[src/rtl/lw_digest_out.sv]
// lw_digest_out: captures, truncates, streams and zeroizes the engine digest; LW_DIGEST_TAG_CMP_EN adds a constant-time tag compare
module lw_digest_out #(
  parameter int WORD_W = 64,
  parameter int NWORDS = 8
) (
  input  logic                           clk_i,
  input  logic                           rst_i,
  input  logic [NWORDS-1:0][WORD_W-1:0]  hash_i,
  input  logic                           done_i,
  input  logic                           abort_i,
  input  logic [3:0]                     nwords_i,
  input  logic                           half_last_i,
  output logic [WORD_W-1:0]              out_data_o,
  output logic                           out_valid_o,
  input  logic                           out_ready_i,
  output logic                           out_last_o,
  output logic                           busy_o,
  output logic                           overflow_o,
  output logic                           sent_o
`ifdef LW_DIGEST_TAG_CMP_EN
  ,
  input  logic [WORD_W-1:0]              exp_tag_i,
  output logic                           tag_ok_o,
  output logic                           tag_vld_o
`endif
);
  localparam int H = WORD_W / 2;
  typedef enum logic {IDLE, SEND} state_t;
  state_t state;
  logic [WORD_W-1:0] mem [NWORDS];
  logic [2:0] idx;
  logic [3:0] cnt;
  logic hl;
  logic last;
  logic hs;
  logic [3:0] n_sel;
  logic [WORD_W-1:0] mask;
  assign busy_o      = (state == SEND);
  assign out_valid_o = busy_o;
  assign last        = (cnt == 4'd1);
  assign out_last_o  = busy_o && last;
  assign hs          = busy_o && out_ready_i;
  assign n_sel       = (nwords_i == 4'd0 || nwords_i > 4'd8) ? 4'd8 : nwords_i;
  assign mask        = (last && hl) ? {{H{1'b1}}, {H{1'b0}}} : '1;
  assign out_data_o  = busy_o ? (mem[idx] & mask) : '0;
  always_ff @(posedge clk_i) begin
    sent_o <= 1'b0;
    if (rst_i || abort_i) begin
      state <= IDLE;
      idx   <= '0;
      cnt   <= '0;
      hl    <= 1'b0;
      for (int k = 0; k < NWORDS; k++) mem[k] <= '0;
      if (rst_i) overflow_o <= 1'b0;
    end else if (state == IDLE) begin
      if (done_i) begin
        for (int k = 0; k < NWORDS; k++) mem[k] <= hash_i[k];
        idx        <= 3'd7;
        cnt        <= n_sel;
        hl         <= half_last_i;
        overflow_o <= 1'b0;
        state      <= SEND;
      end
    end else begin
      if (done_i) overflow_o <= 1'b1;
      if (out_ready_i) begin
        if (last) begin
          for (int k = 0; k < NWORDS; k++) mem[k] <= '0;
          state  <= IDLE;
          sent_o <= 1'b1;
        end else begin
          mem[idx] <= '0;
          idx      <= idx - 3'd1;
          cnt      <= cnt - 4'd1;
        end
      end
    end
  end
`ifdef LW_DIGEST_TAG_CMP_EN
  logic [WORD_W-1:0] diff;
  logic [WORD_W-1:0] d;
  assign d = (out_data_o ^ exp_tag_i) & mask;
  always_ff @(posedge clk_i) begin
    if (rst_i) begin
      diff      <= '0;
      tag_ok_o  <= 1'b0;
      tag_vld_o <= 1'b0;
    end else begin
      tag_vld_o <= 1'b0;
      if (abort_i) begin
        diff <= '0;
      end else if (state == IDLE && done_i) begin
        diff     <= '0;
        tag_ok_o <= 1'b0;
      end else if (hs) begin
        diff <= last ? '0 : (diff | d);
        if (last) begin
          tag_vld_o <= 1'b1;
          tag_ok_o  <= ((diff | d) == '0);
        end
      end
    end
  end
`endif
endmodule

[config.mk]
export PLATFORM = sky130hd
export DESIGN_NAME = lw_digest_out
export DESIGN_NICKNAME = d
export VERILOG_FILES = /design/src/rtl/lw_digest_out.sv
export SDC_FILE = /design/constraint.sdc
export NUM_CORES = 1
export LEC_CHECK = 0
export CAP_MARGIN = 20
export CORE_AREA = 2 2 233 235
export CTS_BUF_LIST = sky130_fd_sc_hd__clkbuf_8 sky130_fd_sc_hd__clkbuf_16
export DETAILED_ROUTE_END_ITERATION = 7
export DIE_AREA = 0 0 235 237
export MAX_ROUTING_LAYER = met4
export PLACE_DENSITY = 0.7
export SLEW_MARGIN = 25
export SYNTH_ARGS = -nofsm -noshare
export SYNTH_HDL_FRONTEND = slang
export SYNTH_SLANG_ARGS = --single-unit
export TNS_END_PERCENT = 30
[constraint.sdc]
create_clock -name clk_i -period 2.7 [get_ports clk_i]
set_input_delay 0.54 -clock clk_i [delete_from_list [all_inputs] [get_ports clk_i]]
set_output_delay 0.54 -clock clk_i [all_outputs]
set_load 0.02 [all_outputs]
== Yosys cells after proc, flatten, opt, wreduce, memory -nomap -nowiden ==
Memories as Yosys holds them, arrays and structs flattened. A register that Yosys moved wholly into a read port is not among the register bits.
Index checks and enable logic that the tools add are counted.

* Bits in registers: 11
* Bits in writable memories: 512
* Input bits: 522
* Output and inout port bits: 69
* Word-level logic and storage cells: 98
* Memories kept: 1

* Add/sub/neg operators: 2
* Order comparisons: 1
* Equality and inequality tests: 4
* Muxes and demuxes: 55
* Bitwise logic cells: 18
* Reduce and logical (&&, ||, !) cells: 11

{| class="wikitable"
|+ Memory list
! name !! depth !! bits a word !! rd ports !! clocked after memory_dff !! write ports !! line !! text
|-
| mem || 8 || 64 || 1 || 1 || 8 || 30 || <nowiki>logic [WORD_W-1:0] mem [NWORDS];</nowiki>
|}

{| class="wikitable"
|+ Operators with widths
! kind !! number
|-
| 64-bit two-way mux || 18
|-
| 64-bit AND || 1
|-
| 64-bit OR reduction || 1
|-
| 32-bit two-way mux || 1
|-
| 1-bit two-way mux || 24
|-
| 3-bit two-way mux || 7
|-
| 4-bit two-way mux || 5
|-
| 1-bit bitwise OR || 16
|-
| 2-bit inequality test (second input constant) || 3
|-
| 4-bit by 1-bit equality test with 1-bit output (second input constant) || 1
|-
| 4-bit > comparator (second input constant) || 1
|-
| 4-bit zero test || 1
|-
| 2-bit AND reduction || 2
|-
| 2-bit nonzero test || 2
|-
| 4-bit by 1-bit subtractor with 4-bit output (second input constant) || 1
|-
| 3-bit AND reduction || 1
|-
| 3-bit by 1-bit subtractor with 3-bit output (second input constant) || 1
|-
| 1-bit logical AND || 2
|-
| 1-bit logical OR || 2
|-
| 1-bit inverter || 1
|}

== Logic depth before layout (Yosys ltp) ==
Gate-level depths: netlist of the first run.

* Word-level depth: 8
* Depth in mapped cells: 8
* Depth with buffers taken out: 5

== Worst setup path after synthesis of the first run ==
No wires, ideal clock.

* Kind: register to output
* Start: register cnt[1]
* End: output port out_data_o[31]
* Arrival: 1748 ps
* Required time: 2160 ps
* Slack: 412 ps
* Stages on the path, launching flop included: 8
* Path buffers: 2
* Cell sequence: dfxtp_1 -> inv_1 -> ha_1 -> nor3b_2 -> buf_2 -> a21boi_1 -> clkbuf_1 -> a22o_1

* Cells in the longest elaborated chain, start to end: 5

{| class="wikitable"
|+ RTL lines
! element !! line !! text
|-
| from (decl) || 32 || <nowiki>logic [3:0] cnt;</nowiki>
|-
| from (signal assigned) || 59 || <nowiki>cnt <= n_sel;</nowiki>
|-
| from (signal assigned) || 74 || <nowiki>cnt <= cnt - 4'd1;</nowiki>
|-
| 4-bit by 1-bit equality test with 1-bit output || 40 || <nowiki>assign last = (cnt == 4'd1);</nowiki>
|-
| 1-bit logical AND || 44 || <nowiki>assign mask = (last && hl) ? {{H{1'b1}}, {H{1'b0}}} : '1;</nowiki>
|-
| 32-bit two-way mux || 44 ||
|-
| 64-bit AND || 45 || <nowiki>assign out_data_o = busy_o ? (mem[idx] & mask) : '0;</nowiki>
|-
| 64-bit two-way mux || 45 ||
|-
| to (decl) || 13 || <nowiki>output logic [WORD_W-1:0] out_data_o,</nowiki>
|}

No other way between the ends.

==> reports/results.tsv, run 1 <==
metric	value	unit
status	finished, violations left	
violations	negative setup slack	
syn_inst	2082	
hp-start	mem[0][13]$_SDFFE_PP0P_	
yosysTopAreaCell	dfxtp_1	
syn-num-nets	2607	
antenna_found_initial	33	
gr-total-overflow	0	
ctsRootBufferMaster	clkbuf_16	
synth_top_area_share	45.0	%
grt_setup_unrepaired	true	
via_per_inst	6.00	
yosys_warnings	0	
fin_crit	2.88	ns
slew_headroom	34.2	%
clock_latency	0.60	ns
cts_max_level	2	
routedWlPerCell	26.1	um
vias	20478	
mostFrequentLayoutCell	clkdlybuf4s50_1	
grt_pass1_wl	132000	um
design_area	33100	um2
fmax	347	MHz
crit_arrival	2.34	ns
start_util	43.8	%
crit_type	reg -> out	
seq_area_frac_synth	45.2	%
end_kind	primary output	
cts_tree	done	
worst-path-max-fanout	6	
gp_congestion	0.906	
routed_wl	89100	um
peakVddDrop	0.449	mV
core_area	53300	um2
avgSynthCellArea	11.2	um2
dpl.hpwl	60400	um
synth_seq_cells	526	
portBuffers	590	
grt_start_max_net_pins	153	
die_h	237	um
finalHoldViolations	0	
hold_buffers	0	
timing.final.crit_share	107	%
hold_ws	0.475	ns
wl_met1	35400	um
final_cells	3411	
routed-wl-met3	6710	um
routed.top_layer	met4	
route.detailed.drc	0	
cp.required	2.16	ns
areaGrowthSynthToFinish	41.7	%
maxCapViolCount	0	
die_x	235	um
worst_pin_slew	0.984	ns
grt_pass1_vias	20606	
wl_met2	43600	um
cp-start-kind	flip-flop	
cts_inserted_buffers	55	
p_per_area	557	nW/um2
setup_slack	-0.183	ns
first_pass_iters	5	
drive_above_1_share	17.3	%
grtUsageTotal	31.9	%
post-place-ws	0.000903	ns
rr_startpoint	cnt[1]$_SDFFE_PP0N_	
ioPinCount	591	
n_fill_cell	4252	
finClkSkew	0.0122	ns
dp_cells	3221	
cts_sinks	526	
p_leak	0.0122	uW
clk_pin_slew	0.06	ns
ant_nets	0	
synth_cell_types	48	
die_area	55700	um2
hold_path.class	reg -> reg	
setup_viol	64	
rows	85	
final_nets	3164	
final_cell_mix	clkdlybuf4s50_1, dfxtp_1, nor3_1	
final_max_slew_viol_count	0	
cts_buffer_depth	3	
synth.area.top_cells	dfxtp_1, mux2i_1, mux4_2	
multiInputGateArea	11800	um2
post_dp_cell_area	30400	um2
drt_iter0_markers	1939	
ff_latch_area	10600	um2
netlist_area	23300	um2
## through the flow
stage / TNS [ns] / utilization (%) / total power, uW
after floorplan: 0 / - / 9370
after global placement: -0.0104 / 57.0 / 10600
after detailed placement: 0 / 57.0 / 10700
after CTS: -9.58 / 61.7 / 18500
after global routing: -11.07 / 62.1 / 19000
final: -7.57 / 62.1 / 18400
## cell type report
type	instances	share of cell area, %
Clock buffer	76	5.10
Multi-Input combinational cell	1311	35.6
Sequential cell	526	31.9
Antenna cell	32	0.242
Clock inverter	25	0.503
Timing Repair Buffer	739	23.9
Tap cell	696	2.63
Inverter	6	0.0681
## worst paths after layout
path	endpoint	slack, ns	cells after the start
worst max-delay path	out_data_o[50]	-0.18	6
worst min-delay path	mem[0][13]$_SDFFE_PP0P_	0.48	2
worst max register to register	mem[5][27]$_SDFFE_PP0P_	0.50	8
worst min register to register	mem[0][13]$_SDFFE_PP0P_	0.48	2
## repair_timing
item                                    4_1_cts  5_1_grt
endpoints found under the setup margin       65       65
pin swaps                                    16       10
gates resized for setup                     304       29
cloned                                       14        0
buffers inserted                             27       21
## where the power goes
| group | internal, uW | switching [uW] | total, uW | leakage [uW] |
|---|---|---|---|---|
| sequential | 7990 | 139 | 8130 | 0.00428 |
| clock | 4520 | 3200 | 7720 | 0.000970 |
| combinational | 1490 | 1100 | 2580 | 0.00691 |
| total | 14000 | 4430 | 18400 | 0.0122 |
## per-layer routing
metal  vias up  global-route usage, %
li1       9126                      -
met1     10076                   39.9
met2      1089                   51.5
met3       187                   5.02
met4         0                   13.3
met5         -                      -
## worst max-delay path, cell delays in order (launching register included)
cell and delay [ns]:
dfxtp_4 0.39, buf_12 0.12, buf_12 0.16, buf_12 0.12, mux4_2 0.55, a22o_1 0.23
buf_2 0.17
## flip-flops by register name, indices dropped and copies added, names as in the netlist, named ones only
name        flops
hl              1
busy_o          1
mem           512
overflow_o      1
idx             3
cnt             4
sent_o          1
## logic make-up (layout without fill, tap and decap cells)
kind of cell	Yosys count	in the layout	share of synthesized area, %
buf+inv	245	846	5.01
mux	524	524	29.3
simple gates	503	503	10.7
flops	526	526	45.2
other cells	0	32	0
compound gates	281	281	9.62
fa+ha+maj	3	3	0.161
## cell usage after synthesis, drive strengths merged
library cell / count
clkbuf: 110
nand3b: 3
nor2b: 4
nor4b: 1
nor2: 6
o221a: 1
nor4bb: 1
o311ai: 2
or3b: 2
o21a: 2
mux4: 128
mux2i: 396
a211oi: 3
dfxtp: 525
buf: 129
nand2: 71
nor3b: 4
inv: 6
nor4: 4
nand3: 2
nand2b: 3
a311oi: 2
nor3: 397
edfxtp: 1
o31ai: 2
o2111ai: 67
a21o: 2
a21boi: 2
o311a: 2
or3: 1
a32o: 50
a21oi: 75
o31a: 1
ha: 3
o21ai: 5
a2bb2oi: 1
or2: 2
a22o: 64
and2: 2
(Power assumes the default switching activity.)
==> run 2, diff against run 1 <==
- CTS_BUF_LIST: sky130_fd_sc_hd__clkbuf_8 sky130_fd_sc_hd__clkbuf_16 -> sky130_fd_sc_hd__clkbuf_16
==> reports/results.tsv, run 2 (same netlist as run 1, synthesis figures left out) <==
metric	value	unit	change
status	finished, violations left		unchanged
violations	negative setup slack		unchanged
crit_path_max_incr_delay	0.49	ns	was 0.55 ns
cts_max_level	2		unchanged
grt_setup_unrepaired	true		unchanged
route.detailed.drc	0		unchanged
maxCapViolCount	0		unchanged
path_common_cell	buf_12		unchanged
cp.required	2.16	ns	about the same
ant_nets	0		unchanged
finalPower	17900	uW	was 18400 uW
crit_type	reg -> out		unchanged
slowest_stage	mux4_2		unchanged
rows	85		unchanged
slew_headroom	34.5	%	was 34.2%
antenna_found_initial	35		was 33
clk_pin_slew	0.07	ns	was 0.06 ns
grtUsageTotal	31.7	%	was 31.9%
start_util	43.8	%	unchanged
ctsRootBufferMaster	clkbuf_16		unchanged
path_cells	buf_12, buf_16, buf_12, mux4_2, a22o_1, buf_6		was buf_12, buf_12, buf_12, mux4_2, a22o_1, buf_2
die_area	55700	um2	unchanged
die_h	237	um	unchanged
fmax	347	MHz	about the same
grt_pass1_wl	131000	um	was 132000 um
gp_congestion	0.906		unchanged
grt_pass1_vias	20520		was 20606
routed_wl	89300	um	was 89100 um
areaGrowthSynthToFinish	40.8	%	was 41.7%
grt_start_max_net_pins	153		unchanged
cts_tree	done		unchanged
final_cell_mix	clkdlybuf4s50_1, dfxtp_1, nor3_1		unchanged
vias	20376		was 20478
p_per_area	544	nW/um2	was 557 nW/um2
ioPinCount	591		unchanged
cp_num_cells	6		unchanged
dp_cells	3221		unchanged
hold_buffers	0		unchanged
worst-path-max-fanout	5		was 6
hold_path.class	reg -> reg		unchanged
crit_arrival	2.35	ns	was 2.34 ns
end_kind	primary output		unchanged
largest_register_ffs	512		unchanged
setup_tns	-7.79	ns	was -7.57 ns
core_area	53300	um2	unchanged
via_per_inst	5.98		was 6.00
cts_sinks	526		unchanged
critPathBufInv	4		unchanged
finClkSkew	0.0159	ns	was 0.0122 ns
rr_worst_depth	8		unchanged
peakVddDrop	0.445	mV	was 0.449 mV
die_x	235	um	unchanged
top_regs	mem (512), cnt (4), idx (3)		unchanged
setup_slack	-0.186	ns	was -0.183 ns
mostFrequentLayoutCell	clkdlybuf4s50_1		unchanged
portBuffers	590		unchanged
clock_latency	0.61	ns	was 0.60 ns
dpl.hpwl	60400	um	unchanged
final_nets	3162		was 3164
regMostFlops	mem		unchanged
worst_pin_slew	0.978	ns	was 0.984 ns
finalHoldViolations	0		unchanged
path_delay_family	buffers and inverters		unchanged
drt_iter0_markers	1609		was 1939
routedWlPerCell	26.2	um	was 26.1 um
fin_crit	2.89	ns	was 2.88 ns
final_cells	3410		was 3411
first_pass_iters	6		was 5
drive_above_1_share	16.5	%	was 17.3%
finish.utilization	61.7	%	was 62.1%
cts_inserted_buffers	55		unchanged
p_leak	0.0120	uW	was 0.0122 uW
min_delay_path_depth	2		unchanged
cts_buffer_depth	3		unchanged
final_max_slew_viol_count	0		unchanged
cp-start-kind	flip-flop		unchanged
timing.final.crit_share	107	%	about the same
setup_viol	64		unchanged
gr-total-overflow	0		unchanged
run 2: worst reg2reg max path: stages (launching register included):
cell,delay (ns)
dfxtp_2,0.32
inv_2,0.07
ha_4,0.13
buf_4,0.09
or3b_4,0.44
buf_4,0.24
a21oi_4,0.23
buf_4,0.40
nor3_1,0.13
run 2: final cells by class:
cell class	count	area, um2
diodes	33	82.6
clock buffers	57	1430
clock inverters	44	238
fillers	4286	20400
inverters	6	22.5
multi-input cells	1311	11800
flip-flops and latches	526	10600
well taps	696	871
repair buffers	737	7890
run 2: through the flow:
step / instance area (um2) / worst slack [ns] / hold slack, ns
floorplan: 23300 / 0.412 / 0.450
global route: 32900 / -0.228 / 0.485
finish: 32900 / -0.186 / 0.474
detailed placement: 30400 / 0.000903 / 0.469
global placement: 30400 / -0.0104 / 0.461
CTS: 32600 / -0.240 / 0.461
run 2: timing repair:
action / in CTS / in global routing
gates resized for setup: 302 / 27
gates cloned: 13 / 3
setup buffers: 26 / 18
endpoints found under the hold margin: 0 / 0
endpoints found under the setup margin: 65 / 65
pin swaps: 18 / 11
run 2: per-layer routing:
layer	global-route usage [%]	vias up	wire, um
met4	14.1	0	3620
met1	39.8	10001	35700
li1	-	9116	-
met3	5.14	205	6740
met2	50.7	1054	43200
met5	-	-	0
run 2: path summary, 6_finish.rpt:
path                      startpoint                       to  slack, ns
min          mem[0][21]$_SDFFE_PP0P_  mem[0][21]$_SDFFE_PP0P_       0.47
max reg2reg      cnt[1]$_SDFFE_PP0N_  mem[5][27]$_SDFFE_PP0P_       0.50
max                        flip-flop           out_data_o[41]      -0.19
min reg2reg  mem[0][21]$_SDFFE_PP0P_  mem[0][21]$_SDFFE_PP0P_       0.47
run 2: power by group:
part	internal, uW	switching, uW	leakage [uW]
registers	7990	139	0.00428
clock network	3980	3180	0.000864
logic	1490	1100	0.00689
